`config.mk`:
```
export PLATFORM = sky130hd
export DESIGN_NAME = fixed_to_float_seq
export DESIGN_NICKNAME = d
export VERILOG_FILES = /design/src/rtl/fixed_to_float_seq.sv
export SDC_FILE = /design/constraint.sdc
export NUM_CORES = 1
export LEC_CHECK = 0
export BUFFER_PORTS_ARGS = -buffer_cell sky130_fd_sc_hd__buf_2
export CORE_MARGIN = 1
export CORE_UTILIZATION = 51
export CTS_CLUSTER_DIAMETER = 30
export DETAILED_ROUTE_END_ITERATION = 8
export PLACE_DENSITY = 0.84
export SLEW_MARGIN = 0
export SYNTH_ARGS = -nofsm -noshare
export SYNTH_HDL_FRONTEND = slang
export SYNTH_SLANG_ARGS = --single-unit
```
`constraint.sdc`:
```
create_clock -name clk -period 3.3 [get_ports clk]
set_clock_uncertainty 0.2 [all_clocks]
set_input_delay 0.66 -clock clk [delete_from_list [all_inputs] [get_ports clk]]
set_output_delay 0.66 -clock clk [all_outputs]
set_load 0.01 [all_outputs]
```
`src/rtl/fixed_to_float_seq.sv`:
```
// Iterative signed fixed-point to IEEE-754 single converter with START/BUSY/DONE handshake.
// Optional macro FIXED_TO_FLOAT_ROUND_NEAREST_EN selects round-to-nearest-even instead of truncation.
module fixed_to_float_seq #(
   parameter int P    = 32,
   parameter int FRAC = 26
) (
   input  logic         clk,
   input  logic         rst_n,
   input  logic         start,
   input  logic [P-1:0] fixed_in,
   output logic         busy,
   output logic         done,
   output logic [31:0]  float_out,
   output logic [4:0]   shifts
);

   // state | meaning
   // IDLE  | waiting for start, operand captured on start
   // NORM  | one left shift per clock until mag[31] is set
   // PACK  | assemble sign/exponent/mantissa, pulse done next cycle
   typedef enum logic [1:0] {S_IDLE, S_NORM, S_PACK} state_t;

   localparam logic [7:0] EXP_INIT = 8'(158 - FRAC);

   state_t       state_q, state_d;
   logic         sign_q;
   logic         zero_q;
   logic [31:0]  mag_q;
   logic [7:0]   exp_q;
   logic [4:0]   cnt_q;
   logic [31:0]  mag_in;
   logic [7:0]   pack_exp;
   logic [22:0]  pack_mant;

   // Two's-complement magnitude; 0x80000000 wraps back to itself, which is the correct unsigned value.
   assign mag_in = fixed_in[P-1] ? (~fixed_in + 32'd1) : fixed_in;

   always_ff @(posedge clk or negedge rst_n) begin
      if (!rst_n) state_q <= S_IDLE;
      else        state_q <= state_d;
   end

   always_comb begin
      state_d = state_q;
      busy    = 1'b0;
      case (state_q)
         S_IDLE: begin
            if (start) state_d = (mag_in == 32'd0) ? S_PACK : S_NORM;
         end
         S_NORM: begin
            busy = 1'b1;
            if (mag_q[31]) state_d = S_PACK;
         end
         S_PACK: begin
            busy    = 1'b1;
            state_d = S_IDLE;
         end
         default: state_d = S_IDLE;
      endcase
   end

`ifdef FIXED_TO_FLOAT_ROUND_NEAREST_EN
   logic        round_inc;
   logic [23:0] mant_sum;

   always_comb begin
      round_inc = mag_q[7] & ((|mag_q[6:0]) | mag_q[8]);
      mant_sum  = {1'b0, mag_q[30:8]} + {23'd0, round_inc};
      pack_exp  = exp_q;
      pack_mant = mant_sum[22:0];
      if (mant_sum[23]) begin
         pack_mant = 23'd0;
         pack_exp  = exp_q + 8'd1;
      end
   end
`else
   always_comb begin
      pack_exp  = exp_q;
      pack_mant = mag_q[30:8];
   end
`endif

   always_ff @(posedge clk or negedge rst_n) begin
      if (!rst_n) begin
         sign_q    <= 1'b0;
         zero_q    <= 1'b0;
         mag_q     <= 32'd0;
         exp_q     <= 8'd0;
         cnt_q     <= 5'd0;
         done      <= 1'b0;
         float_out <= 32'd0;
         shifts    <= 5'd0;
      end else begin
         done <= 1'b0;
         case (state_q)
            S_IDLE: begin
               if (start) begin
                  sign_q <= fixed_in[P-1];
                  mag_q  <= mag_in;
                  zero_q <= (mag_in == 32'd0);
                  exp_q  <= EXP_INIT;
                  cnt_q  <= 5'd0;
               end
            end
            S_NORM: begin
               if (!mag_q[31]) begin
                  mag_q <= {mag_q[30:0], 1'b0};
                  exp_q <= exp_q - 8'd1;
                  cnt_q <= cnt_q + 5'd1;
               end
            end
            S_PACK: begin
               float_out <= zero_q ? 32'd0 : {sign_q, pack_exp, pack_mant};
               shifts    <= cnt_q;
               done      <= 1'b1;
            end
            default: ;
         endcase
      end
   end

endmodule

```
==> results of run 1 <==
-- placed cells by master, fill, tap and decap left out, types with 10 or more instances in the layout --
cell type,count
dfrtp_1,87
o21ai_0,78
buf_4,76
buf_2,71
nand2_1,44
inv_1,43
nor2_1,41
nand3b_1,34
xor2_1,22
a22oi_1,21
xnor2_1,14
a21oi_1,13
nand4_1,10
-- power groups by stage --
stage                     Combinational, uW  Clock [uW]  Sequential, uW
final                                   247         751            1070
after CTS                               240         757            1070
after floorplan                        95.8           0            1090
after global placement                  224           0            1090
after detailed placement                229           0            1090
after global routing                    269         810            1070
-- Yosys cell counts (all sizes together) (2+ instances only) --
master / n
a32oi: 4
a21oi: 14
o41ai: 4
or3: 7
nand2b: 4
nor3: 6
o21a: 5
o21ai: 81
nand4: 10
mux2: 9
nor4b: 3
dfrtp: 87
o2111ai: 2
nor2b: 6
nor3b: 2
nand2: 44
a31oi: 5
buf: 6
nand3: 5
ha: 6
clkbuf: 36
inv: 43
or2: 2
nor4: 7
a22oi: 21
o31ai: 6
o32ai: 2
nor2: 41
or4: 10
nand3b: 34
xnor2: 14
xor2: 22
-- path summary, 6_finish.rpt --
| kind | depth (start not counted) | endpoint |
|---|---|---|
| min in group clk | 2 | mag_q[2] |
| min reg2reg | 2 | mag_q[2] |
| max reg2reg | 8 | exp_q[5] |
| min | 1 | exp_q[6] |
| max | 9 | state_q[0] |
| max in group asynchronous | 2 | mag_q[11] |
-- critical path, stage by stage --
cell and delay, ns:
buf_6 0.10, or4_4 0.53, or3_4 0.36, or4_4 0.45
or3_4 0.36, a21oi_4 0.14, o2111ai_1 0.15, or4_4 0.45
a41o_1 0.22
-- sequential cells by signal (all words and copies together), names as in the netlist --
| signal | cells |
|---|---|
| cnt_q | 5 |
| sign_q | 1 |
| float_out | 32 |
| state_q | 2 |
| exp_q | 8 |
| done | 1 |
| mag_q | 32 |
| zero_q | 1 |
| shifts | 5 |
-- timing repair --
item / in CTS / in global routing
pin swaps: 3 / 5
resized for setup: 13 / 5
setup endpoints to repair: 3 / 3
setup buffers: 3 / 1
-- cell type report --
| type | instances | area (um2) | share of cell area, % |
|---|---|---|---|
| clock inverters | 7 | 75.1 | 1.21 |
| repair buffers | 149 | 948 | 15.2 |
| multi-input cells | 391 | 2580 | 41.4 |
| inverters | 43 | 161 | 2.59 |
| clock buffers | 9 | 124 | 1.99 |
| well taps | 129 | 161 | 2.59 |
| flip-flops and latches | 87 | 2180 | 35.0 |
-- kinds of logic after synthesis --
| kind of cell | share of synthesized area (%) |
|---|---|
| simple gates | 20.8 |
| compound gates | 18.6 |
| flops | 43.9 |
| buf+inv | 6.63 |
| xor+xnor | 6.35 |
| mux | 2.24 |
| fa+ha+maj | 1.51 |
-- routing by layer --
layer / up-vias / GRT usage, %
met5: - / 0
met1: 2231 / 36.2
met3: 31 / 6.10
met2: 127 / 44.5
li1: 2216 / -
met4: 0 / 10.5
-- through the flow --
stage / cells / util (%) / total power [uW] / worst slack (ns)
2_1_floorplan: 563 / - / 1180 / -0.403
3_3_place_gp: 795 / 63.2 / 1310 / -0.656
3_5_place_dp: 795 / 63.2 / 1310 / -0.677
4_1_cts: 814 / 66.4 / 2060 / -0.0482
5_1_grt: 815 / 66.8 / 2140 / -0.123
6_report: 815 / 66.8 / 2060 / -0.0606
==> run metrics, run 1 <==
grt total ovfl=0; asr flop ratio synth=100%; n_diodes=0; top cell type's share of synthesized area=43.9%; Crit. Startpoint=fixed_in[14]; residual DRC count=0; Met3 Wirelength=between 600 and 700 um; WL met2=roughly 6300 um; setup tns final=-0.0644 ns; first-pass GRT wire length=21500 um; Placed Area=about 6000 um2; I/O Buffers=73; Reg clk slew, reported paths=about 0.11 ns; vias per inst=5.65; Mapped Cells=563; top routing layer used=met4; Crit. End Element=register; vias in the first global route=about 4500; register share of total power=approximately half; Final min period=3.36 ns; Fmax achieved=~300 MHz; starting density of the core=53.2%; # fillers=761; root buffer selected by CTS=clkbuf_8; violated checks=negative setup slack; Main synth FF type=dfrtp_1; layout cells sized above 1=28.6%; EDFF count, synth=0; H-tree Lvls=3; Final Cycle Share=102%; slew at the pin closest to its max-slew limit=approximately 0.84 ns; CTS buffer count=9; Vias=4605; half-perimeter wire length after placement=around 9800 um; post-route ant nets=0; RSZ-0062 raised after global routing=yes; Clock power frac=36.4%; Hold WS=0.0815 ns; Clock Path Buffers=2; relative slew slack=43.8%; P_int=1470 uW; status=finished with violations; Cell Area, Synth=4960 um2; Design Area, Final=~6200 um2; Psw=590 uW; combinational share of power=between 10% and 20%; CTS Sinks=87; top cells by area, synth=dfrtp_1 44%, o21ai_0 8.0%, nand3b_1 5.1%; Metal-1 WL=5860 um; Post-layout nets=approximately 720; reg-to-reg setup timing slack=0.88 ns; sequential area share after synthesis=43.9%; initial antenna violation count=0; # hold bufs at CTS=0; worst skew pair latency=0.37 ns; worst r2r src=state_q[0]; WL/cell=about 16 um; Synth Warn #=0; global placement routability congestion=~0.9; GRT Resource Usage Total=27.5%; routed wire length=13100 um; core area=9330 um2; crit path launch type=input port; net count after synthesis=604; cell taking the most area after synthesis=dfrtp_1; final setup fails=2; final hold vios=0; Peak VDD IR=0.260 mV; P&R area growth vs syn=25.5%; CP Data Arrival Time=around 3.4 ns; Setup Crit Path Kind=input port to register; final setup margin=-0.0606 ns; synth unique cells=52; Slew Viols, Final=0; IO Pins=74; flops & latches, synth=87; sw frac=28.6%; P_leak=0.00280 uW; Die Span Y=~100 um; DRT Pass-1 Iters=4; DIE AREA=10100 um2; DIE WIDTH=between 100 and 150 um; Power Dens Cells=331 nW/um2; CTS tree=yes; CP required=3.36 ns; worst-path fanout max=4; HP Class=input port to async pin; DR iter-0 viols=between 200 and 250; FP Rows=35; synthesized area per cell=8.81 um2; Max Cap Viol=0; largest net degree at the start of global routing=49
No activity file was read; power rests on OpenSTA's default activity.
==> run 2: changes to the inputs <==
SKIP_CTS_REPAIR_TIMING = 1   (was default)
==> run 2 against run 1 <==
Effect of this change: sequential power about the same; largest power group unchanged; non-clock buffer count shrank 2; fmax is 0.15% lower; critical endpoint unchanged; worst hold slack gained 0.0065 ns; sequential cell count is the same; combinational power shrank 2%; critical path type unchanged; the flow still finishes with violations (negative setup slack); cell area is 0.16% lower; clock-buffer cell count did not move; first-iteration DRC count decreased by 3.4%; register-to-register slack about the same; routed wire length decreased by 0.58%.
==> run metrics, run 2 (synthesis gave the netlist of run 1 again) <==
multi-input logic area=roughly 2600 um2; HP Class=input port to async pin; core area=between 9000 and 10000 um2; Design Area, Final=6220 um2; Reg clk slew, reported paths=0.11 ns; commonest non-fill, non-tap cell in the layout=dfrtp_1; IO Pins=74; largest net degree at the start of global routing=just under 50; Power Dens Cells=331 nW/um2; Clock Path Buffers=2; Clock power frac=36.5%; # fillers=767; FP Rows=35; Fmax achieved=297 MHz; routed wire length=~13000 um; Vias=4613; register area=~2200 um2; Final Cycle Share=102%; sw frac=28.6%; post-route ant nets=0; Power Total=2060 uW; Peak VDD IR=roughly 0.26 mV; Die Span Y=101 um; DIE WIDTH=between 100 and 150 um; final hold vios=0; P_int=~1500 uW; reg2reg path depth=8; n_diodes=0; R2R Path End=exp_q[6]; layout cells sized above 1=28.8%; setup tns final=-0.0658 ns; starting density of the core=between 50 and 60%; vias per inst=5.67; Slew Viols, Final=0; most frequent cells in the layout=87 x dfrtp_1, 78 x o21ai_0, 74 x buf_4, 71 x buf_2, 44 x nand2_1; CTS buffer count=9; half-perimeter wire length after placement=9820 um; Setup Crit Path Kind=input port to register; first-pass GRT wire length=21200 um; Post-layout nets=720; residual DRC count=0; Crit. End Element=register; register share of total power=between 50% and 60%; initial antenna violation count=0; worst skew pair latency=0.37 ns; root buffer selected by CTS=clkbuf_8; Largest regs=float_out (32), mag_q (32), exp_q (8); combinational share of power=11.8%; P&R area growth vs syn=25.3%; GRT Resource Usage Total=27.2%; Placed Area=5890 um2; Psw=589 uW; RSZ-0062 raised after global routing=yes; CTS tree=yes; P_leak=0.00279 uW; vias in the first global route=around 4400; DR iter-0 viols=201; global placement routability congestion=approximately 0.88; reg-to-reg setup timing slack=approximately 0.9 ns; DIE AREA=10100 um2; final setup margin=-0.0658 ns; final setup fails=1; CP Data Arrival Time=3.43 ns; worst r2r src=state_q[0]; CTS Sinks=87; status=finished with violations; crit path launch type=input port; Max Cap Viol=0; relative slew slack=44.4%; Final min period=3.37 ns; H-tree Lvls=3; violated checks=negative setup slack; CP required=roughly 3.4 ns; DRT Pass-1 Iters=5; I/O Buffers=73; final core utilization=66.7%; WL/cell=16.1 um; slew at the pin closest to its max-slew limit=0.834 ns; worst-path fanout max=5; grt total ovfl=0; Hold WS=0.0880 ns
run 2: metrics by stage:
step           setup slack [ns]  std cells
5_1_grt                  -0.161        813
2_1_floorplan            -0.403        563
4_1_cts                  -0.294        811
6_report                -0.0658        813
3_3_place_gp             -0.656        795
3_5_place_dp             -0.677        795
run 2: how the worst max path moves through the flow:
| stage | end | cells past startpoint | startpoint |
|---|---|---|---|
| after floorplan | state_q[0] | 10 | fixed_in[14] |
| after global placement | state_q[0] | 11 | fixed_in[0] |
| after detailed placement | state_q[0] | 11 | fixed_in[0] |
| after CTS | state_q[0] | 11 | fixed_in[0] |
| after global routing | state_q[0] | 11 | fixed_in[0] |
| final | state_q[0] | 10 | fixed_in[14] |
run 2: cell type report:
class	count	area share [%]
clock buffers	9	1.99
clock inverters	7	1.21
inverters	43	2.60
multi-input cells	391	41.6
flip-flops and latches	87	35.0
well taps	129	2.60
repair buffers	147	15.0
run 2: metal layers:
layer / track usage, % / share of wire [%] / routed length (um)
met3: 5.48 / 5.5 / 716
met4: 9.70 / 2.2 / 282
met2: 43.9 / 48 / 6290
met5: 0 / 0 / 0
met1: 36.4 / 44 / 5770
run 2: power groups by stage:
stage	Sequential, uW	Clock (uW)	Combinational (uW)
3_5_place_dp	1090	0	229
2_1_floorplan	1090	0	95.8
5_1_grt	1070	810	265
6_report	1070	751	242
4_1_cts	1070	757	230
3_3_place_gp	1090	0	224
run 2: worst max-delay path, stage by stage:
cell and delay, ns:
buf_6 0.09, or4_4 0.53, or3_4 0.36, or3_4 0.35, buf_6 0.15, o41ai_4 0.21, xor2_1 0.27, o2111ai_2 0.14
or4_4 0.45, a41o_1 0.22
==> run 3: changes to the inputs <==
CTS_BUF_LIST = sky130_fd_sc_hd__clkbuf_16   (was default)
==> run 3 against run 2 <==
Effect of this change: the run still ends with negative setup slack left; first-iteration DRC count increased by 2.0%; sequential cell count unchanged; clock-buffer cell count unchanged; sequential share of layout area fell by 0.46 points; critical path type unchanged; largest cell class unchanged.
==> run metrics, run 3 (synthesis gave the netlist of run 1 again) <==
status=finished with violations; violated checks=negative setup slack; CTS buffer count=9; DIE WIDTH=101 um; Post-layout nets=720; HP Class=input port to async pin; post-route ant nets=0; Design Area, Final=6300 um2; Die Span Y=101 um; CTS Sinks=87; grt total ovfl=0; RSZ-0062 raised after global routing=yes; largest net degree at the start of global routing=49; crit path launch type=input port; GRT Resource Usage Total=28.2%; P&R area growth vs syn=27.0%; half-perimeter wire length after placement=roughly 9800 um; layout cells sized above 1=28.5%; worst skew pair latency=0.35 ns; WL/cell=16.5 um; final cell count without fillers=813; dpl cells=approximately 800; Hold WS=0.116 ns; H-tree Lvls=3; core area=9330 um2; Max Cap Viol=0; final setup margin=-0.0993 ns; Setup Crit Path Kind=input port to register; Vias=roughly 4600; starting density of the core=53.2%; Clock Path Buffers=2; FP Rows=35; DIE AREA=10100 um2; worst-path fanout max=5; vias per inst=5.70; final setup fails=2; Final Cycle Share=103%; CP required=3.33 ns; commonest non-fill, non-tap cell in the layout=dfrtp_1; Largest regs=float_out (32), mag_q (32), exp_q (8); n_diodes=0; first-pass GRT wire length=21900 um; DRT Pass-1 Iters=5; relative slew slack=44.3%; initial antenna violation count=1; Fmax achieved=294 MHz; Reg clk slew, reported paths=0.08 ns; I/O Buffers=73; IO Pins=between 70 and 80; CTS tree=yes; final hold vios=0; CP Data Arrival Time=between 3 and 4 ns; P_leak=approximately 0.0028 uW; Slew Viols, Final=0; DR iter-0 viols=205; vias in the first global route=4465; routed wire length=approximately 13000 um; most frequent cells in the layout=87 x dfrtp_1, 78 x o21ai_0, 74 x buf_4, 71 x buf_2, 44 x nand2_1; Crit. End Element=register; residual DRC count=0; Placed Area=5890 um2; Final min period=~3.4 ns; slew at the pin closest to its max-slew limit=between 0.8 and 0.9 ns; root buffer selected by CTS=clkbuf_16; Peak VDD IR=0.221 mV; Power Dens Cells=about 370 nW/um2; global placement routability congestion=0.877
==> run 3: cell count changes in the layout (fill, tap and decap cells not counted) <==
| cell | previous run | this run |
|---|---|---|
| o2111ai_2 | 1 | 0 |
| a21oi_2 | 0 | 1 |
| clkbuf_8 | 9 | 0 |
| or3_1 | 4 | 5 |
| clkbuf_16 | 0 | 9 |
| a21oi_4 | 1 | 0 |
| or3_4 | 3 | 2 |
| o2111ai_1 | 1 | 2 |
==> run 3: worst max-delay path, stage by stage <==
cell	delay, ns
buf_6	0.09
or4_4	0.53
or3_4	0.36
or3_4	0.35
buf_6	0.15
o41ai_4	0.21
xor2_1	0.25
o2111ai_1	0.15
or4_4	0.46
a41o_1	0.22
==> run 3: final timing paths <==
kind                               from    endpoint  slack [ns]  cells past startpoint
hold / removal                    rst_n    exp_q[6]        0.12                      1
hold reg to reg                mag_q[2]    mag_q[2]        0.29                      2
setup reg to reg             state_q[0]    exp_q[5]        0.88                      8
setup / recovery           fixed_in[14]  state_q[0]        -0.1                     10
max in group asynchronous         rst_n   mag_q[11]        2.05                      2
min in group clk               mag_q[2]    mag_q[2]        0.29                      2
==> run 3: per-layer routing <==
metal	wire [um]	vias up	share of wire, %	track usage [%]
met5	13	-	0.097	0
met4	270	2	2.0	9.70
met3	672	30	5.0	6.24
met2	6570	146	49	46.7
met1	5900	2239	44	36.5
li1	-	2220	-	-
==> run 3: layout make-up <==
cell class              instances  area [um2]
flip-flops and latches         87        2180
inverters                      43         161
clock inverters                 7        75.1
fillers                       746        3030
well taps                     129         161
multi-input cells             391        2570
repair buffers                147         933
clock buffers                   9         225
==> run 3: stage by stage <==
| stage | setup TNS (ns) | power (uW) | setup WS [ns] | utilization [%] |
|---|---|---|---|---|
| global placement | -1.92 | 1310 | -0.656 | 63.2 |
| floorplan | -0.992 | 1180 | -0.403 | - |
| finish | -0.124 | 2330 | -0.0993 | 67.6 |
| CTS | -0.802 | 2320 | -0.326 | 66.4 |
| detailed placement | -2.34 | 1310 | -0.677 | 63.2 |
| global route | -0.397 | 2420 | -0.192 | 67.6 |
==> run 3: power breakdown <==
| part | internal (uW) | total (uW) | leakage (uW) | switching [uW] |
|---|---|---|---|---|
| clock | 536 | 1020 | 0.000144 | 484 |
| sequential | 1070 | 1070 | 0.00118 | 0 |
| combinational | 106 | 241 | 0.00151 | 136 |
